### src/rtl/axi_fill_pkg.sv
// Shared types and constants for the AXI pattern-fill master.
package axi_fill_pkg;

    typedef enum logic [2:0] {
        S_IDLE,
        S_CHECK,
        S_ADDR,
        S_DATA,
        S_RESP,
        S_FIN
    } fill_state_t;

    localparam logic [1:0] AXI_RESP_OKAY   = 2'b00;
    localparam logic [1:0] AXI_RESP_EXOKAY = 2'b01;
    localparam logic [1:0] AXI_RESP_SLVERR = 2'b10;
    localparam logic [1:0] AXI_RESP_DECERR = 2'b11;

    localparam logic [1:0] AXI_BURST_INCR = 2'b01;

    localparam int unsigned BOUNDARY_4K = 4096;

    // Beats that fit between addr and the next 4 KB boundary.
    function automatic logic [31:0] beats_to_4k(input logic [11:0] addr_lo,
                                                input int unsigned bytes_per_beat);
        return (BOUNDARY_4K - 32'(addr_lo)) / bytes_per_beat;
    endfunction

endpackage

### src/rtl/axi_fill_burst_calc.sv
// Burst sizing and next-address arithmetic for the pattern-fill master.
// first_beats sizes a burst at cur_addr; next_* describe the state after the
// current burst of cur_beats completes, so the follow-on burst can be sized
// in the same cycle the response is accepted.
module axi_fill_burst_calc
    import axi_fill_pkg::*;
#(
    parameter int unsigned ADDR_W    = 44,
    parameter int unsigned DATA_W    = 128,
    parameter int unsigned MAX_BEATS = 4
) (
    input  logic [ADDR_W-1:0] cur_addr,
    input  logic [31:0]       rem_beats,
    input  logic [8:0]        cur_beats,
    output logic [8:0]        first_beats,
    output logic [ADDR_W-1:0] next_addr,
    output logic [31:0]       next_rem,
    output logic [8:0]        next_beats
);

    localparam int unsigned BPB   = DATA_W / 8;
    localparam int unsigned LOG2B = $clog2(BPB);

    function automatic logic [8:0] size_burst(input logic [ADDR_W-1:0] addr,
                                              input logic [31:0]       rem);
        logic [31:0] b;
        logic [31:0] lim;
        b = rem;
        if (b > 32'(MAX_BEATS)) b = 32'(MAX_BEATS);
        lim = beats_to_4k(addr[11:0], BPB);
        if (b > lim) b = lim;
        return b[8:0];
    endfunction

    assign first_beats = size_burst(cur_addr, rem_beats);
    assign next_addr   = cur_addr + (ADDR_W'(cur_beats) << LOG2B);
    assign next_rem    = rem_beats - 32'(cur_beats);
    assign next_beats  = size_burst(next_addr, next_rem);

endmodule

### src/rtl/axi_pattern_fill_master.sv
// AXI4 write master that fills a memory region with a constant pattern,
// then pulses done and raises a level irq.
// Optional: define PATTERN_FILL_ADDR_DATA_EN to make each 32-bit lane of a
// beat carry its own byte address instead of PATTERN.
module axi_pattern_fill_master
    import axi_fill_pkg::*;
#(
    parameter int unsigned  ADDR_W    = 44,
    parameter int unsigned  DATA_W    = 128,
    parameter int unsigned  MAX_BEATS = 4,
    parameter logic [127:0] PATTERN   = 128'hDEADBEAF12345678AABBCCDD11223344
) (
    input  logic                aclk,
    input  logic                areset,
    input  logic                start,
    input  logic [ADDR_W-1:0]   cfg_addr,
    input  logic [31:0]         cfg_bytes,
    output logic                busy,
    output logic                done,
    output logic                irq,
    input  logic                irq_clr,
    output logic                error,
    output logic [ADDR_W-1:0]   m_axi_awaddr,
    output logic [7:0]          m_axi_awlen,
    output logic [2:0]          m_axi_awsize,
    output logic [1:0]          m_axi_awburst,
    output logic                m_axi_awvalid,
    input  logic                m_axi_awready,
    output logic [DATA_W-1:0]   m_axi_wdata,
    output logic [DATA_W/8-1:0] m_axi_wstrb,
    output logic                m_axi_wlast,
    output logic                m_axi_wvalid,
    input  logic                m_axi_wready,
    input  logic [1:0]          m_axi_bresp,
    input  logic                m_axi_bvalid,
    output logic                m_axi_bready
);

    localparam int unsigned BPB   = DATA_W / 8;
    localparam int unsigned LOG2B = $clog2(BPB);

    fill_state_t       state;
    logic [ADDR_W-1:0] cur_addr;
    logic [31:0]       rem_beats;
    logic [8:0]        beats_q;
    logic [7:0]        beat_cnt;
    logic              cfg_bad;

    logic [8:0]        first_beats;
    logic [ADDR_W-1:0] next_addr;
    logic [31:0]       next_rem;
    logic [8:0]        next_beats;

    axi_fill_burst_calc #(
        .ADDR_W    (ADDR_W),
        .DATA_W    (DATA_W),
        .MAX_BEATS (MAX_BEATS)
    ) u_calc (
        .cur_addr    (cur_addr),
        .rem_beats   (rem_beats),
        .cur_beats   (beats_q),
        .first_beats (first_beats),
        .next_addr   (next_addr),
        .next_rem    (next_rem),
        .next_beats  (next_beats)
    );

    assign m_axi_awsize  = 3'(LOG2B);
    assign m_axi_awburst = AXI_BURST_INCR;
    assign m_axi_wstrb   = '1;

`ifdef PATTERN_FILL_ADDR_DATA_EN
    logic [ADDR_W-1:0] w_addr;

    function automatic logic [DATA_W-1:0] lane_addr_word(input logic [ADDR_W-1:0] a);
        logic [DATA_W-1:0] r;
        for (int unsigned k = 0; k < DATA_W / 32; k++)
            r[k*32 +: 32] = a[31:0] + 32'(k * 4);
        return r;
    endfunction

    // Track the byte address of the beat currently on the W channel.
    always_ff @(posedge aclk) begin
        if (areset) begin
            w_addr <= '0;
        end else if (state == S_ADDR && m_axi_awready) begin
            w_addr <= cur_addr;
        end else if (m_axi_wvalid && m_axi_wready) begin
            w_addr <= w_addr + ADDR_W'(BPB);
        end
    end

    assign m_axi_wdata = lane_addr_word(w_addr);
`else
    function automatic logic [DATA_W-1:0] replicate_pattern();
        logic [DATA_W-1:0] r;
        for (int unsigned i = 0; i < DATA_W; i++)
            r[i] = PATTERN[i % 128];
        return r;
    endfunction

    localparam logic [DATA_W-1:0] PAT_WORD = replicate_pattern();

    assign m_axi_wdata = PAT_WORD;
`endif

    // Fill sequencer: config check, then AW / W / B per burst, one burst in flight.
    always_ff @(posedge aclk) begin
        if (areset) begin
            state         <= S_IDLE;
            cur_addr      <= '0;
            rem_beats     <= '0;
            beats_q       <= '0;
            beat_cnt      <= '0;
            cfg_bad       <= 1'b0;
            busy          <= 1'b0;
            done          <= 1'b0;
            irq           <= 1'b0;
            error         <= 1'b0;
            m_axi_awaddr  <= '0;
            m_axi_awlen   <= '0;
            m_axi_awvalid <= 1'b0;
            m_axi_wlast   <= 1'b0;
            m_axi_wvalid  <= 1'b0;
            m_axi_bready  <= 1'b0;
        end else begin
            done <= 1'b0;
            if (irq_clr) irq <= 1'b0;
            case (state)
                S_IDLE: begin
                    if (start) begin
                        cur_addr  <= cfg_addr;
                        rem_beats <= cfg_bytes >> LOG2B;
                        cfg_bad   <= (cfg_addr[LOG2B-1:0] != '0) || (cfg_bytes == '0) ||
                                     (cfg_bytes[LOG2B-1:0] != '0);
                        error     <= 1'b0;
                        irq       <= 1'b0;
                        busy      <= 1'b1;
                        state     <= S_CHECK;
                    end
                end
                S_CHECK: begin
                    if (cfg_bad) begin
                        error <= 1'b1;
                        state <= S_FIN;
                    end else begin
                        m_axi_awaddr  <= cur_addr;
                        m_axi_awlen   <= 8'(first_beats - 9'd1);
                        beats_q       <= first_beats;
                        m_axi_awvalid <= 1'b1;
                        state         <= S_ADDR;
                    end
                end
                S_ADDR: begin
                    if (m_axi_awready) begin
                        m_axi_awvalid <= 1'b0;
                        m_axi_wvalid  <= 1'b1;
                        m_axi_wlast   <= (m_axi_awlen == 8'd0);
                        beat_cnt      <= '0;
                        state         <= S_DATA;
                    end
                end
                S_DATA: begin
                    if (m_axi_wready) begin
                        if (m_axi_wlast) begin
                            m_axi_wvalid <= 1'b0;
                            m_axi_wlast  <= 1'b0;
                            m_axi_bready <= 1'b1;
                            state        <= S_RESP;
                        end else begin
                            beat_cnt    <= beat_cnt + 8'd1;
                            m_axi_wlast <= ((beat_cnt + 8'd1) == m_axi_awlen);
                        end
                    end
                end
                S_RESP: begin
                    if (m_axi_bvalid) begin
                        m_axi_bready <= 1'b0;
                        if (m_axi_bresp != AXI_RESP_OKAY) begin
                            error <= 1'b1;
                            state <= S_FIN;
                        end else begin
                            cur_addr  <= next_addr;
                            rem_beats <= next_rem;
                            if (next_rem != '0) begin
                                m_axi_awaddr  <= next_addr;
                                m_axi_awlen   <= 8'(next_beats - 9'd1);
                                beats_q       <= next_beats;
                                m_axi_awvalid <= 1'b1;
                                state         <= S_ADDR;
                            end else begin
                                state <= S_FIN;
                            end
                        end
                    end
                end
                S_FIN: begin
                    done  <= 1'b1;
                    irq   <= 1'b1;
                    busy  <= 1'b0;
                    state <= S_IDLE;
                end
                default: state <= S_IDLE;
            endcase
        end
    end

endmodule
### config.mk
export PLATFORM = sky130hd
export DESIGN_NAME = axi_pattern_fill_master
export DESIGN_NICKNAME = d
export VERILOG_FILES = /design/src/rtl/axi_fill_pkg.sv /design/src/rtl/axi_fill_burst_calc.sv /design/src/rtl/axi_pattern_fill_master.sv
export SDC_FILE = /design/constraint.sdc
export NUM_CORES = 1
export LEC_CHECK = 0
export CORE_UTILIZATION = 40
export DETAILED_ROUTE_END_ITERATION = 10
export GPL_ROUTABILITY_DRIVEN = 0
export GPL_TIMING_DRIVEN = 1
export PLACE_DENSITY = 0.68
export SLEW_MARGIN = 15
export SYNTH_ARGS = -nofsm -noshare
export SYNTH_HDL_FRONTEND = slang
export SYNTH_SLANG_ARGS = --single-unit
### constraint.sdc
create_clock -name aclk -period 8.15 [get_ports aclk]
set_input_delay 0.815 -clock aclk [delete_from_list [all_inputs] [get_ports aclk]]
set_output_delay 0.815 -clock aclk [all_outputs]
set_load 0.02 [all_outputs]
==> impl_metrics.py <==
metrics = {
    "outcome": {
        "status": "finished, final reports clean",
    },
    "placement": {
        "dp_slack_ns": 2.36,
        "dp_hpwl_mm": 24.2,
        "numPortBuffers": 144,
        "placed_area_um2": 12300,
    },
    "logic_synthesis": {
        "ys_seq_elements": 157,
        "async_flop_share_pct": 0,
        "yosysSeqAreaShare_pct": 28.0,
        "syn_area_um2": 11200,
        "yosys_warnings": 0,
        "synth_top_flop_cell": "dfxtp_1",
        "avgSynthCellArea_um2": 7.50,
        "synth_cells": 1494,
        "synth_cell_types": 79,
        "synth_edf_count": 0,
    },
    "critical_path": {
        "critPathMaxFanout": 11,
        "crit_arrival_ns": 6.31,
        "worstRegToRegCells": 21,
        "r2r_slack_ns": 2.16,
        "cp-end-kind": "register",
        "critPathKind": "reg2reg",
        "worstSetupStartpointType": "register",
        "reg2reg_to": "m_axi_awlen[5]",
        "crit_path_max_incr_delay_ns": 0.75,
        "required_ns": 8.47,
        "critPathSlowestCell": "a211oi_1",
        "r2r-start": "beats_q[1]",
        "crit_chain": "inv_1 -> ha_1 -> nor2b_1 -> o2111ai_1 -> a21oi_1 -> or3_1 -> and4_1 -> nor4b_2 -> nand3_1 -> or2_2 -> ha_1 -> inv_1 -> a21oi_1 -> o21a_1 -> a211oi_1 -> nand2_1 -> o22a_1 -> nand2_1 -> nor4_2 -> and4_1 -> a311o_1",
    },
    "timing": {
        "fin_setup_tns_ns": 0,
        "period_minus_slack_ns": 5.99,
        "max_freq_mhz": 167,
        "relSlewSlack_pct": 29.1,
        "setup_violations": 0,
        "min_period_over_period_pct": 73.5,
        "timing_hold_violations_final": 0,
        "rsz0062_at_grt": "no",
        "clock_skew_ns": 0.0167,
        "setup_ws_ns": 2.16,
        "worst_pin_slew_ns": 1.06,
        "drv_slew": 0,
    },
    "drt": {
        "totalWireLength_mm": 33.2,
        "wl_per_cell_um": 16.8,
        "vias_per_cell": 5.51,
        "vias": 10900,
        "ant_nets": 0,
        "drt_iter0_drc": 1083,
        "first_pass_iters": 6,
        "post-route-drc-count": 0,
    },
    "power": {
        "p_int_w": 0.00263,
        "p_leak_nw": 4.76,
        "seqPwrFrac_pct": 24.8,
        "sw_frac_of_total_pct": 50.2,
        "power_density_nw_per_um2": 411,
        "p_clk_share_pct": 14.6,
        "pwr-share-comb_pct": 60.6,
        "ir_worst_vdd_mv": 0.210,
        "p_sw_w": 0.00266,
    },
    "finish": {
        "most-common-layout-cells": "nor2_1, conb_1, dfxtp_1, clkdlybuf4s50_1, nand2_1",
        "n_antenna_cell": 0,
        "area_growth_pct": 15.0,
        "fill_cells": 2727,
        "seqCellArea_um2": 3140,
        "final_common_cell": "nor2_1",
        "drive_gt1_share_pct": 5.37,
        "stdcell_area_um2": 12900,
        "multiInputGateArea_um2": 7080,
        "layout.nets": 1714,
    },
    "clock_network": {
        "cts_tree": "yes",
        "postCtsSetupRepairBufs": 0,
        "htree_levels": 4,
        "cts_buffers": 17,
        "clock_latency_ns": 0.44,
        "holdBufCountCts": 0,
        "post_cts_resized": 0,
        "cts_root_buf": "clkbuf_16",
        "clkTransAtPathRegs_ns": 0.07,
        "cts_sinks": 157,
        "clock_tree.buffer_depth": 2,
    },
    "grt": {
        "grt_start_max_net_pins": 104,
        "grt_use_total_pct": 23.0,
        "antenna_found_initial": 0,
        "grt_pass1_wl_mm": 52.8,
        "grt_overflow": 0,
        "grt_pass1_vias": 9765,
    },
    "hold_path": {
        "whs_path_depth": 2,
        "hp-class": "reg2reg",
        "hold_end": "m_axi_awaddr[5]",
        "hold_start": "m_axi_awaddr[5]",
    },
    "floorplan": {
        "die_y_um": 169,
        "die_width_um": 169,
        "design.core.area_um2": 27300,
        "rows": 60,
        "num_io_pins": 294,
        "die_area_um2": 28700,
        "initial_core_util_pct": 41.1,
    },
    "job": {
        "cap_violations": 0,
    },
}
-- critical path, delay by kind of cell (launching register included) --
| kind | cells | cell delay (ns) |
|---|---|---|
| AOI/OAI and AO/OA | 7 | 2.56 |
| and+or+nand+nor | 10 | 2.28 |
| adders and majority gates | 2 | 0.49 |
| DFF | 1 | 0.38 |
| buffers and inverters | 2 | 0.16 |
-- per-layer routing --
layer	part of all wire (%)	vias to the layer above	GRT usage (%)	wire (µm)
met4	2.2	0	7.09	742
met2	46	489	36.4	15200
met3	7.9	57	4.22	2620
met1	44	5069	31.4	14600
met5	0	-	0	0
li1	-	5255	-	-
-- state kept, by name (all words and copies together) (netlist names) --
signal and flops:
cfg_bad 1, irq 1, m_axi_wvalid 1, cur_addr 44, m_axi_awvalid 1, m_axi_awaddr 44
busy 1, beat_cnt 8, error 1, m_axi_awlen 8, m_axi_bready 1, m_axi_wlast 1
done 1, rem_beats 32, state 3, beats_q 9
-- cells in the mapped netlist, types with 21 or more instances --
master / count / share of area (%)
nor2_1: 179 / 6.0
dfxtp_1: 157 / 28
buf_4: 152 / 10
nand2_1: 120 / 4.0
a21oi_1: 116 / 5.2
o21ai_0: 96 / 4.3
clkbuf_1: 70 / 2.3
a211oi_1: 69 / 4.6
nor3_1: 45 / 2.0
xnor2_1: 43 / 3.4
inv_1: 39 / 1.3
ha_1: 38 / 4.2
nand3_1: 38 / 1.7
nor4_1: 30 / 1.7
xor2_1: 22 / 1.7
or3_1: 21 / 1.2
-- cell type report --
class | count | area share (%)
multi-input combinational | 1222 | 54.9
clock buffer | 17 | 3.30
sequential | 157 | 24.4
inverter | 39 | 1.14
timing repair buffer | 152 | 11.6
clock inverter | 15 | 0.971
tap | 372 | 3.61
-- cell families after synthesis --
family	after synthesis	synth area share, %
other	2	0.0670
AOI/OAI and AO/OA	432	25.4
adders and majority gates	40	4.60
DFF	157	28.0
muxes	1	0.100
buffers and inverters	274	14.4
xor gates and xnor gates	65	5.08
and+or+nand+nor	523	22.3
-- metrics by stage --
stage	util (%)	hold WS (ns)	instances	power (W)
after detailed placement	45.2	0.447	1942	0.00445
after floorplan	-	0.444	1653	0.00358
final	47.3	0.455	1974	0.00529
after CTS	47.3	0.456	1974	0.00524
after global routing	47.3	0.473	1974	0.00568
after global placement	45.2	0.444	1942	0.00440
-- power by group through the flow --
stage                     Combinational [W]  Clock [W]  Sequential [W]
after CTS                           0.00315   0.000783         0.00131
final                               0.00321   0.000772         0.00131
after global placement              0.00308          0         0.00131
after floorplan                     0.00223          0         0.00135
after global routing                0.00351   0.000812         0.00135
after detailed placement            0.00313          0         0.00132
-- how the worst max path moves through the flow --
stage | startpoint | slack, ns | endpoint | cells past startpoint
floorplan | rem_beats[0] | 3.01 | m_axi_awlen[6] | 24
global placement | rem_beats[0] | 2.44 | m_axi_awlen[6] | 24
detailed placement | beats_q[1] | 2.36 | m_axi_awlen[6] | 23
CTS | beats_q[1] | 2.28 | m_axi_awlen[6] | 23
global route | beats_q[1] | 1.67 | m_axi_awlen[6] | 23
finish | beats_q[1] | 2.16 | m_axi_awlen[5] | 21
No activity file was read; power rests on OpenSTA's default activity.
